$ cat src/rtl/mod_uart_fifo.sv
// mod_uart_fifo: memory-mapped 8N1 UART with optional parity, TX/RX FIFOs,
// programmable baud divisor and sticky error flags.
//
// All state updates on the falling clock edge, the same edge as the data bus.
//
// Ports:
//   clk    system clock (state updates on negedge)
//   rst    synchronous active-high reset
//   ie     instruction enable (ignored)
//   de     data enable
//   iaddr  instruction address (ignored)
//   daddr  data address, offset within the block
//   drw    bus direction, drw[0]=1 is a write
//   din    write data
//   iout   constant 0
//   dout   read data, combinational from daddr
//   txd    serial out, idle high
//   rxd    serial in, asynchronous
//
// Register map:
//   0x00 CMD     W: [0] pop RX, [1] flush RX, [2] flush TX, [3] clear flags
//   0x04 STATUS  R: [0] tx_not_full [1] rx_rdy [2] tx_idle [3] parity_err
//                   [4] frame_err [5] rx_overrun [6] tx_overflow
//                   [15:8] rx_count [23:16] tx_count
//   0x08 RXDATA  R: RX head, 0 when empty
//   0x0c TXDATA  W: push din[7:0] into TX
//   0x10 CONFIG  RW: [15:0] divisor, [17:16] parity (01 even, 10 odd)
module mod_uart_fifo #(
  parameter int unsigned CLK_RATE   = 25000000,
  parameter int unsigned BAUD_RATE  = 57600,
  parameter int unsigned FIFO_DEPTH = 16
) (
  input  logic        clk,
  input  logic        rst,
  input  logic        ie,
  input  logic        de,
  input  logic [31:0] iaddr,
  input  logic [31:0] daddr,
  input  logic [1:0]  drw,
  input  logic [31:0] din,
  output logic [31:0] iout,
  output logic [31:0] dout,
  output logic        txd,
  input  logic        rxd
);

  localparam int unsigned AW = (FIFO_DEPTH > 1) ? $clog2(FIFO_DEPTH) : 1;
  localparam int unsigned CW = AW + 1;
  localparam logic [CW-1:0] FullCnt = CW'(FIFO_DEPTH);
  localparam logic [15:0] DivRst = 16'(CLK_RATE / (16 * BAUD_RATE) - 1);

  localparam logic [31:0] AddrCmd    = 32'h00;
  localparam logic [31:0] AddrStatus = 32'h04;
  localparam logic [31:0] AddrRxData = 32'h08;
  localparam logic [31:0] AddrTxData = 32'h0c;
  localparam logic [31:0] AddrConfig = 32'h10;

  // ---------------------------------------------------------------------------
  // Bus decode
  // ---------------------------------------------------------------------------
  logic wr;
  logic cmd_wr, cfg_wr, txdata_wr;
  logic cmd_pop, cmd_rx_flush, cmd_tx_flush, cmd_clr;

  assign wr           = de & drw[0];
  assign cmd_wr       = wr & (daddr == AddrCmd);
  assign cfg_wr       = wr & (daddr == AddrConfig);
  assign txdata_wr    = wr & (daddr == AddrTxData);
  assign cmd_pop      = cmd_wr & din[0];
  assign cmd_rx_flush = cmd_wr & din[1];
  assign cmd_tx_flush = cmd_wr & din[2];
  assign cmd_clr      = cmd_wr & din[3];

  logic unused_ok;
  assign unused_ok = ^{ie, iaddr, drw[1], din[31:18]};

  assign iout = 32'h0;

  // ---------------------------------------------------------------------------
  // Configuration and 16x tick generator
  // ---------------------------------------------------------------------------
  logic [15:0] div_q, tick_cnt_q;
  logic [1:0]  par_mode_q;
  logic        tick, par_en, par_odd;

  assign tick    = (tick_cnt_q == div_q);
  assign par_en  = (par_mode_q == 2'b01) | (par_mode_q == 2'b10);
  assign par_odd = (par_mode_q == 2'b10);

  // A CONFIG write restarts the tick phase so the new divisor applies at once.
  always_ff @(negedge clk) begin
    if (rst) begin
      div_q      <= DivRst;
      par_mode_q <= 2'b00;
      tick_cnt_q <= 16'h0;
    end else if (cfg_wr) begin
      div_q      <= din[15:0];
      par_mode_q <= din[17:16];
      tick_cnt_q <= 16'h0;
    end else if (tick) begin
      tick_cnt_q <= 16'h0;
    end else begin
      tick_cnt_q <= tick_cnt_q + 16'd1;
    end
  end

  // ---------------------------------------------------------------------------
  // TX FIFO
  // ---------------------------------------------------------------------------
  logic [7:0]    tx_mem_q [FIFO_DEPTH];
  logic [AW-1:0] tx_wptr_q, tx_rptr_q;
  logic [CW-1:0] tx_cnt_q;
  logic          tx_full, tx_empty, tx_push, tx_pop, tx_ovf_set, tx_load;

  assign tx_full    = (tx_cnt_q == FullCnt);
  assign tx_empty   = (tx_cnt_q == '0);
  assign tx_push    = txdata_wr & ~tx_full;
  assign tx_ovf_set = txdata_wr & tx_full;
  assign tx_pop     = tx_load;

  always_ff @(negedge clk) begin
    if (rst || cmd_tx_flush) begin
      tx_wptr_q <= '0;
      tx_rptr_q <= '0;
      tx_cnt_q  <= '0;
    end else begin
      if (tx_push) tx_wptr_q <= tx_wptr_q + 1'b1;
      if (tx_pop)  tx_rptr_q <= tx_rptr_q + 1'b1;
      tx_cnt_q <= tx_cnt_q + CW'(tx_push) - CW'(tx_pop);
    end
  end

  always_ff @(negedge clk) begin
    if (tx_push) tx_mem_q[tx_wptr_q] <= din[7:0];
  end

  // ---------------------------------------------------------------------------
  // TX shifter
  // ---------------------------------------------------------------------------
  typedef enum logic [2:0] {TxIdle, TxStart, TxData, TxParity, TxStop} tx_state_e;

  tx_state_e  tx_state_q, tx_state_d;
  logic [3:0] tx_sub_q, tx_sub_d;
  logic [2:0] tx_idx_q, tx_idx_d;
  logic [7:0] tx_byte_q, tx_byte_d;
  logic       tx_bit_end, tx_idle;

  assign tx_bit_end = tick & (tx_sub_q == 4'd15);
  // Loading straight out of STOP keeps back-to-back bytes gapless.
  assign tx_load    = ~tx_empty & ((tx_state_q == TxIdle) |
                                   ((tx_state_q == TxStop) & tx_bit_end));
  assign tx_idle    = tx_empty & (tx_state_q == TxIdle);

  always_ff @(negedge clk) begin
    if (rst) begin
      tx_state_q <= TxIdle;
      tx_sub_q   <= 4'h0;
      tx_idx_q   <= 3'h0;
      tx_byte_q  <= 8'h0;
    end else begin
      tx_state_q <= tx_state_d;
      tx_sub_q   <= tx_sub_d;
      tx_idx_q   <= tx_idx_d;
      tx_byte_q  <= tx_byte_d;
    end
  end

  always_comb begin
    tx_state_d = tx_state_q;
    unique case (tx_state_q)
      TxIdle:   if (tx_load) tx_state_d = TxStart;
      TxStart:  if (tx_bit_end) tx_state_d = TxData;
      TxData:   if (tx_bit_end && tx_idx_q == 3'd7) tx_state_d = par_en ? TxParity : TxStop;
      TxParity: if (tx_bit_end) tx_state_d = TxStop;
      TxStop:   if (tx_bit_end) tx_state_d = tx_load ? TxStart : TxIdle;
      default:  tx_state_d = TxIdle;
    endcase
  end

  always_comb begin
    tx_sub_d  = tx_sub_q;
    tx_idx_d  = tx_idx_q;
    tx_byte_d = tx_byte_q;
    if (tx_load) begin
      tx_sub_d  = 4'h0;
      tx_idx_d  = 3'h0;
      tx_byte_d = tx_mem_q[tx_rptr_q];
    end else if (tx_state_q != TxIdle && tick) begin
      tx_sub_d = tx_sub_q + 4'd1;
      if (tx_bit_end && tx_state_q == TxData) tx_idx_d = tx_idx_q + 3'd1;
    end
  end

  always_comb begin
    txd = 1'b1;
    unique case (tx_state_q)
      TxIdle:   txd = 1'b1;
      TxStart:  txd = 1'b0;
      TxData:   txd = tx_byte_q[tx_idx_q];
      TxParity: txd = (^tx_byte_q) ^ par_odd;
      TxStop:   txd = 1'b1;
      default:  txd = 1'b1;
    endcase
  end

  // ---------------------------------------------------------------------------
  // RX synchronizer and shifter
  // ---------------------------------------------------------------------------
  typedef enum logic [2:0] {
    RxIdle, RxStart, RxData, RxParity, RxStop, RxWaitHigh
  } rx_state_e;

  logic       rx_s1_q, rx_s2_q, rx_prev_q;
  rx_state_e  rx_state_q, rx_state_d;
  logic [3:0] rx_sub_q, rx_sub_d;
  logic [2:0] rx_idx_q, rx_idx_d;
  logic [7:0] rx_byte_q, rx_byte_d;
  logic       rx_par_q, rx_par_d;
  logic       rx_fall, rx_sample;
  logic       rx_frame_ok, rx_frame_bad, rx_par_bad;

  always_ff @(negedge clk) begin
    if (rst) begin
      rx_s1_q   <= 1'b1;
      rx_s2_q   <= 1'b1;
      rx_prev_q <= 1'b1;
    end else begin
      rx_s1_q   <= rxd;
      rx_s2_q   <= rx_s1_q;
      rx_prev_q <= rx_s2_q;
    end
  end

  assign rx_fall   = rx_prev_q & ~rx_s2_q;
  // Start is confirmed half a bit in; every later sample is a full bit apart.
  assign rx_sample = tick & ((rx_state_q == RxStart) ? (rx_sub_q == 4'd7)
                                                     : (rx_sub_q == 4'd15));

  always_ff @(negedge clk) begin
    if (rst) begin
      rx_state_q <= RxIdle;
      rx_sub_q   <= 4'h0;
      rx_idx_q   <= 3'h0;
      rx_byte_q  <= 8'h0;
      rx_par_q   <= 1'b0;
    end else begin
      rx_state_q <= rx_state_d;
      rx_sub_q   <= rx_sub_d;
      rx_idx_q   <= rx_idx_d;
      rx_byte_q  <= rx_byte_d;
      rx_par_q   <= rx_par_d;
    end
  end

  always_comb begin
    rx_state_d = rx_state_q;
    unique case (rx_state_q)
      RxIdle:     if (rx_fall) rx_state_d = RxStart;
      RxStart:    if (rx_sample) rx_state_d = rx_s2_q ? RxIdle : RxData;
      RxData:     if (rx_sample && rx_idx_q == 3'd7) rx_state_d = par_en ? RxParity : RxStop;
      RxParity:   if (rx_sample) rx_state_d = RxStop;
      RxStop:     if (rx_sample) rx_state_d = rx_s2_q ? RxIdle : RxWaitHigh;
      RxWaitHigh: if (rx_s2_q) rx_state_d = RxIdle;
      default:    rx_state_d = RxIdle;
    endcase
  end

  always_comb begin
    rx_sub_d  = rx_sub_q;
    rx_idx_d  = rx_idx_q;
    rx_byte_d = rx_byte_q;
    rx_par_d  = rx_par_q;
    unique case (rx_state_q)
      RxIdle: begin
        if (rx_fall) begin
          rx_sub_d = 4'h0;
          rx_idx_d = 3'h0;
        end
      end
      RxStart: begin
        if (tick) rx_sub_d = rx_sample ? 4'h0 : rx_sub_q + 4'd1;
      end
      RxData: begin
        if (tick) rx_sub_d = rx_sub_q + 4'd1;
        if (rx_sample) begin
          rx_byte_d = {rx_s2_q, rx_byte_q[7:1]};
          rx_idx_d  = rx_idx_q + 3'd1;
        end
      end
      RxParity: begin
        if (tick) rx_sub_d = rx_sub_q + 4'd1;
        if (rx_sample) rx_par_d = rx_s2_q;
      end
      RxStop: begin
        if (tick) rx_sub_d = rx_sub_q + 4'd1;
      end
      default: ;
    endcase
  end

  assign rx_frame_ok  = (rx_state_q == RxStop) & rx_sample & rx_s2_q;
  assign rx_frame_bad = (rx_state_q == RxStop) & rx_sample & ~rx_s2_q;
  assign rx_par_bad   = rx_frame_ok & par_en & (rx_par_q != ((^rx_byte_q) ^ par_odd));

  // ---------------------------------------------------------------------------
  // RX FIFO
  // ---------------------------------------------------------------------------
  logic [7:0]    rx_mem_q [FIFO_DEPTH];
  logic [AW-1:0] rx_wptr_q, rx_rptr_q;
  logic [CW-1:0] rx_cnt_q;
  logic          rx_full, rx_empty, rx_push, rx_pop, rx_ovr_set;
  logic [7:0]    rx_head;

  assign rx_full    = (rx_cnt_q == FullCnt);
  assign rx_empty   = (rx_cnt_q == '0);
  assign rx_push    = rx_frame_ok & ~rx_full;
  assign rx_ovr_set = rx_frame_ok & rx_full;
  assign rx_pop     = cmd_pop & ~rx_empty;
  assign rx_head    = rx_empty ? 8'h0 : rx_mem_q[rx_rptr_q];

  always_ff @(negedge clk) begin
    if (rst || cmd_rx_flush) begin
      rx_wptr_q <= '0;
      rx_rptr_q <= '0;
      rx_cnt_q  <= '0;
    end else begin
      if (rx_push) rx_wptr_q <= rx_wptr_q + 1'b1;
      if (rx_pop)  rx_rptr_q <= rx_rptr_q + 1'b1;
      rx_cnt_q <= rx_cnt_q + CW'(rx_push) - CW'(rx_pop);
    end
  end

  always_ff @(negedge clk) begin
    if (rx_push) rx_mem_q[rx_wptr_q] <= rx_byte_q;
  end

  // ---------------------------------------------------------------------------
  // Sticky flags: a set in the same cycle as a clear wins
  // ---------------------------------------------------------------------------
  logic par_err_q, frame_err_q, rx_ovr_q, tx_ovf_q;

  always_ff @(negedge clk) begin
    if (rst) begin
      par_err_q   <= 1'b0;
      frame_err_q <= 1'b0;
      rx_ovr_q    <= 1'b0;
      tx_ovf_q    <= 1'b0;
    end else begin
      par_err_q   <= rx_par_bad   | (par_err_q   & ~cmd_clr);
      frame_err_q <= rx_frame_bad | (frame_err_q & ~cmd_clr);
      rx_ovr_q    <= rx_ovr_set   | (rx_ovr_q    & ~cmd_clr);
      tx_ovf_q    <= tx_ovf_set   | (tx_ovf_q    & ~cmd_clr);
    end
  end

  // ---------------------------------------------------------------------------
  // Read mux
  // ---------------------------------------------------------------------------
  logic [31:0] status;

  always_comb begin
    status        = 32'h0;
    status[0]     = ~tx_full;
    status[1]     = ~rx_empty;
    status[2]     = tx_idle;
    status[3]     = par_err_q;
    status[4]     = frame_err_q;
    status[5]     = rx_ovr_q;
    status[6]     = tx_ovf_q;
    status[15:8]  = 8'(rx_cnt_q);
    status[23:16] = 8'(tx_cnt_q);
  end

  always_comb begin
    dout = 32'h0;
    case (daddr)
      AddrStatus: dout = status;
      AddrRxData: dout = {24'h0, rx_head};
      AddrConfig: dout = {14'h0, par_mode_q, div_q};
      default:    dout = 32'h0;
    endcase
  end

endmodule

$ cat config.mk
export PLATFORM = sky130hd
export DESIGN_NAME = mod_uart_fifo
export DESIGN_NICKNAME = d
export VERILOG_FILES = /design/src/rtl/mod_uart_fifo.sv
export SDC_FILE = /design/constraint.sdc
export NUM_CORES = 1
export LEC_CHECK = 0
export BUFFER_PORTS_ARGS = -buffer_cell sky130_fd_sc_hd__clkbuf_2
export CAP_MARGIN = 25
export CORE_ASPECT_RATIO = 0.75
export CORE_MARGIN = 1
export CORE_UTILIZATION = 40
export CTS_CLUSTER_SIZE = 40
export DETAILED_ROUTE_END_ITERATION = 8
export PLACE_DENSITY = 0.55
export SLEW_MARGIN = 20
export SYNTH_ARGS = -nofsm -noshare
export SYNTH_HDL_FRONTEND = slang
export SYNTH_SLANG_ARGS = --single-unit
$ cat constraint.sdc
create_clock -name clk -period 6.2 [get_ports clk]
set_input_delay 0.31 -clock clk [delete_from_list [all_inputs] [get_ports clk]]
set_output_delay 0.31 -clock clk [all_outputs]
set_load 0.01 [all_outputs]
# Yosys cells after proc, flatten, opt, wreduce, memory -nomap -nowiden

Memory sizes are Yosys's and may differ from the RTL's. A register that Yosys moved wholly into a read port is not among the register bits.
Cells that the tools add are included.

Flip-flop bits (word level): 96
RAM bits: 256
Output and inout port bits: 65
Word-level logic and storage cells: 183
Memories kept: 2

Add/subtract/negate cells: 13
Magnitude comparators: 1
Equality and inequality tests: 38
Mux-type cells: 37
Bitwise operators: 42
Reduce and logical (&&, ||, !) cells: 26

Memory list:

| memory   | words | bits a word | rd ports | clocked after Yosys merged registers in | wr ports | RTL line | RTL |
|---|---|---|---|---|---|---|---|
| rx_mem_q | 16    | 8           | 1        | 1                                       | 1        | 308      | `logic [7:0] rx_mem_q [FIFO_DEPTH];` |
| tx_mem_q | 16    | 8           | 1        | 1                                       | 1        | 110      | `logic [7:0] tx_mem_q [FIFO_DEPTH];` |

Operators with widths:

| kind                                                                    | count |
|---|---|
| 32-bit by 4-bit equality test with 1-bit output (second input constant) | 2 |
| 21-bit one-hot mux with 3 select lines                                  | 1 |
| 3-bit 2-to-1 mux                                                        | 15 |
| 32-bit by 3-bit equality test with 1-bit output (second input constant) | 1 |
| 32-bit by 5-bit equality test with 1-bit output (second input constant) | 1 |
| 32-bit logical NOT                                                      | 1 |
| 1-bit AND                                                               | 28 |
| 2-bit inequality test (second input constant)                           | 13 |
| 4-bit by 1-bit adder with 4-bit output (second input constant)          | 6 |
| 4-bit 2-to-1 mux                                                        | 6 |
| 3-bit one-hot mux with 6 select lines                                   | 1 |
| 16-bit by 1-bit adder with 16-bit output (second input constant)        | 1 |
| 16-bit equality test                                                    | 1 |
| 8-bit XOR reduction                                                     | 2 |
| 3-bit equality test (second input constant)                             | 5 |
| 3-bit one-hot mux with 5 select lines                                   | 1 |
| 3-bit by 2-bit equality test with 1-bit output (second input constant)  | 4 |
| 4-bit one-hot mux with 3 select lines                                   | 1 |
| 5-bit by 1-bit adder with 5-bit output                                  | 2 |
| 5-bit equality test (second input constant)                             | 2 |
| 5-bit logical NOT                                                       | 2 |
| 5-bit by 1-bit subtractor with 5-bit output                             | 2 |
| 4-bit equality test (second input constant)                             | 2 |
| 8-bit 2-to-1 mux                                                        | 1 |
| 28 further kinds                                                        | 56 |

# Longest topological paths before layout

Depth after elaboration: 8
Depth in mapped cells: 15

==> impl_metrics.csv <==
group,metric,value,unit
critical_path,critPathArrivalTime,5.95,ns
power,powerDensity,348,nW/um^2
clock_tree,clock_latency,0.60,ns
critical_path,cp_num_buf_inv,4,
synth,syn_avg_cell_area,14.2,um^2
timing,worst_slack,-0.0619,ns
critical_path,cp-start-kind,"register",
timing,slew_headroom,40.2,%
clock_tree,cts_inserted_buffers,39,
min_path,hold_path.class,"register to register",
synth,synth_common_cells,"256 x edfxtp_1, 108 x dfxtp_1, 95 x nor2_1",
detailed_routing,viasPerCell,5.07,
grt,grtUsageTotal,20.2,%
synth,synth.top_cell.area_share,48.4,%
placement,place_hpwl,26.1,mm
synth,ys_ff_latch,364,
synth,async_reset_ff_share,0,%
timing,finalMaxSlewViolations,0,
timing,hold_viol_final,0,
detailed_routing,antenna_left,0,
floorplanning,die-area,40600,um^2
floorplanning,rows,62,
clock_tree,cts_tree,"done",
timing,setup_violations,4,
finish,fin_nets,1748,
clock_tree,cts_root_buffer,"clkbuf_16",
grt,antenna_found_initial,4,
floorplanning,io_pins,168,
finish,finalNonFillerCells,2160,
timing,clock_skew,0.0260,ns
grt,grt_max_degree,37,
detailed_routing,drcViolationCount,0,
min_path,worstHoldStart,"rx_s1_q$_SDFF_NP1_",
synth,synthesis.area,15900,um^2
critical_path,crit_chain,"buf_12 > mux4_2 > mux4_2 > a222oi_1 > buf_4 > inv_2 > buf_6",
grt,grt_pass1_wl,61.6,mm
grt,grt-ovfl-total,0,
synth,yosys_warnings,0,
detailed_routing,vias,10900,
run_status,status,"finished, violations left",
synth,synthCells,1117,
critical_path,r2r_start,"tick_cnt_q[1]$_SDFF_NP0_",
placement,finalWeightedCongestion,0.816,
critical_path,critPathTopFamily,"multiplexers",
floorplanning,die_y,175,um
clock_tree,path_clk_slew,0.03,ns
critical_path,cpMostUsedCell,"mux4_2",
clock_tree,numClockSinks,364,
placement,io_buffers,76,
finish,drive_above_1_share,19.9,%
critical_path,path_max_fanout,7,
power,total_leakage_power,8.45,nW
detailed_routing,drt_pass1_iterations,7,
critical_path,max_stage_delay,0.54,ns
detailed_routing,finalWirelength,40.0,mm
clock_tree,cts_buffer_depth,3,
synth,yosysUniqueCellTypes,66,
synth,ys.flop_type,"edfxtp_1",
timing,grt_setup_unrepaired,"true",
synth,synth.most_common_cell,"edfxtp_1",
floorplanning,start_util,41.1,%
grt,grt_pass1_vias,11500,
power,peakVddDrop,250,uV
critical_path,worst-setup-path-type,"register to output port",
flow_run,max_cap_viol_count,0,
critical_path,worst_setup_path_end_kind,"output port",
timing,whs,0.398,ns
detailed_routing,dr.first_iter.drc_count,955,
synth,ys_seq_area_share,62.0,%
synth,synth_top_cell_by_area,"edfxtp_1",
floorplanning,coreArea,38700,um^2
power,power.total,0.00698,W
critical_path,crit_required,5.89,ns
clock_tree,htree_levels,2,
clock_tree,cts_hold_buf,0,
detailed_routing,wl_per_cell,18.5,um
run_status,violations,"negative setup slack",
placement,place_inst,1710,
synth,ys_top_cells_by_area,"edfxtp_1 48%, dfxtp_1 14%, mux4_2 11%",
synth,synth_edf_count,256,
timing,fin_tns_setup,-0.139,ns
critical_path,crit_slowest_cell,"mux4_2",
timing,tightest_slew,0.896,ns
floorplanning,die_w,232,um
finish,area_delta_synth_final,26.4,%
-- area by class of cell --
class	count	area (um^2)
Clock buffer	40	1000
Tap cell	512	641
Antenna cell	4	10.0
Clock inverter	395	1740
Inverter	32	120
Multi-Input combinational cell	667	5650
Timing Repair Buffer	146	1060
Fill cell	3400	18600
Sequential cell	364	9860
-- stage by stage --
stage          area [um^2]  worst slack [ns]  utilization (%)
2_1_floorplan        16100             0.108                -
3_3_place_gp         17000            0.0114             44.0
3_5_place_dp         17000           -0.0147             44.0
4_1_cts              20000            -0.102             51.6
5_1_grt              20100            -0.138             51.9
6_report             20100           -0.0619             51.9
-- sequential cells by signal, indices dropped and copies added (netlist names), 4 cells and up, named ones only --
name,count
tx_rptr_q,4
rx_rptr_q,4
tx_sub_q,4
div_q,16
tick_cnt_q,16
tx_mem_q,128
tx_wptr_q,4
tx_byte_q,8
tx_cnt_q,5
rx_cnt_q,5
rx_sub_q,4
rx_byte_q,8
rx_mem_q,128
rx_wptr_q,4
-- worst paths after layout --
check | end | slack, ns | cells after the start
worst max-delay path | dout[1] | -0.06 | 7
worst min-delay path | rx_s2_q$_SDFF_NP1_ | 0.40 | 1
worst max register to register | tx_cnt_q[4]$_SDFF_NP0_ | 2.33 | 15
worst min register to register | rx_s2_q$_SDFF_NP1_ | 0.40 | 1
-- logic make-up (layout without fill, tap and decap cells) --
logic type / after synthesis / after routing / share of synthesized area (%)
other cells: 1 / 47 / 0.0236
mux: 111 / 111 / 13.1
fa+ha+maj: 31 / 31 / 2.53
compound gates: 112 / 112 / 4.60
flops: 364 / 364 / 62.0
buf+inv: 128 / 613 / 4.28
xor+xnor: 69 / 69 / 3.89
simple gates: 301 / 301 / 9.66
-- per-layer routing --
metal | track usage, % | vias up | share of wire (%)
li1 | - | 5136 | -
met1 | 28.4 | 5378 | 47
met2 | 27.6 | 372 | 43
met3 | 6.97 | 57 | 7.2
met4 | 9.73 | 0 | 2.2
met5 | 0 | - | 0
-- where the power goes --
group / total, W / leakage (nW) / switching [W] / internal [W]
clock: 0.00341 / 2.63 / 0.00158 / 0.00183
sequential: 0.00275 / 3.21 / 0.0000913 / 0.00266
combinational: 0.000821 / 2.61 / 0.000429 / 0.000392
-- layout by cell type (no fill, tap or decap), types with 4 or more instances in the layout --
cell	n
a21o_1	6
a21oi_1	39
a21oi_2	4
a222oi_1	5
a22o_1	8
a32oi_1	4
and2_1	20
and3_1	13
buf_12	7
buf_4	58
buf_6	5
bufinv_16	8
clkbuf_16	41
clkbuf_2	73
clkinvlp_2	6
conb_1	43
dfxtp_1	105
diode_2	4
edfxtp_1	256
ha_1	29
inv_1	399
inv_2	6
mux2i_1	28
mux4_2	77
nand2_1	53
nand2b_1	4
nand3_1	31
nand4_1	12
nor2_1	95
nor2b_1	5
nor3_1	22
nor3b_1	5
nor4_1	9
o21ai_0	18
or3_1	7
xnor2_1	46
xor2_1	22
-- what timing repair did --
| action | CTS | global route |
|---|---|---|
| gates cloned | 2 | 1 |
| endpoints found under the setup margin | 8 | 8 |
| setup buffers | 3 | 6 |
| hold endpoints to repair | 0 | 0 |
| pin swaps | 9 | 4 |
| gates resized for setup | 28 | 15 |
Power figures use the tool's default switching activity.
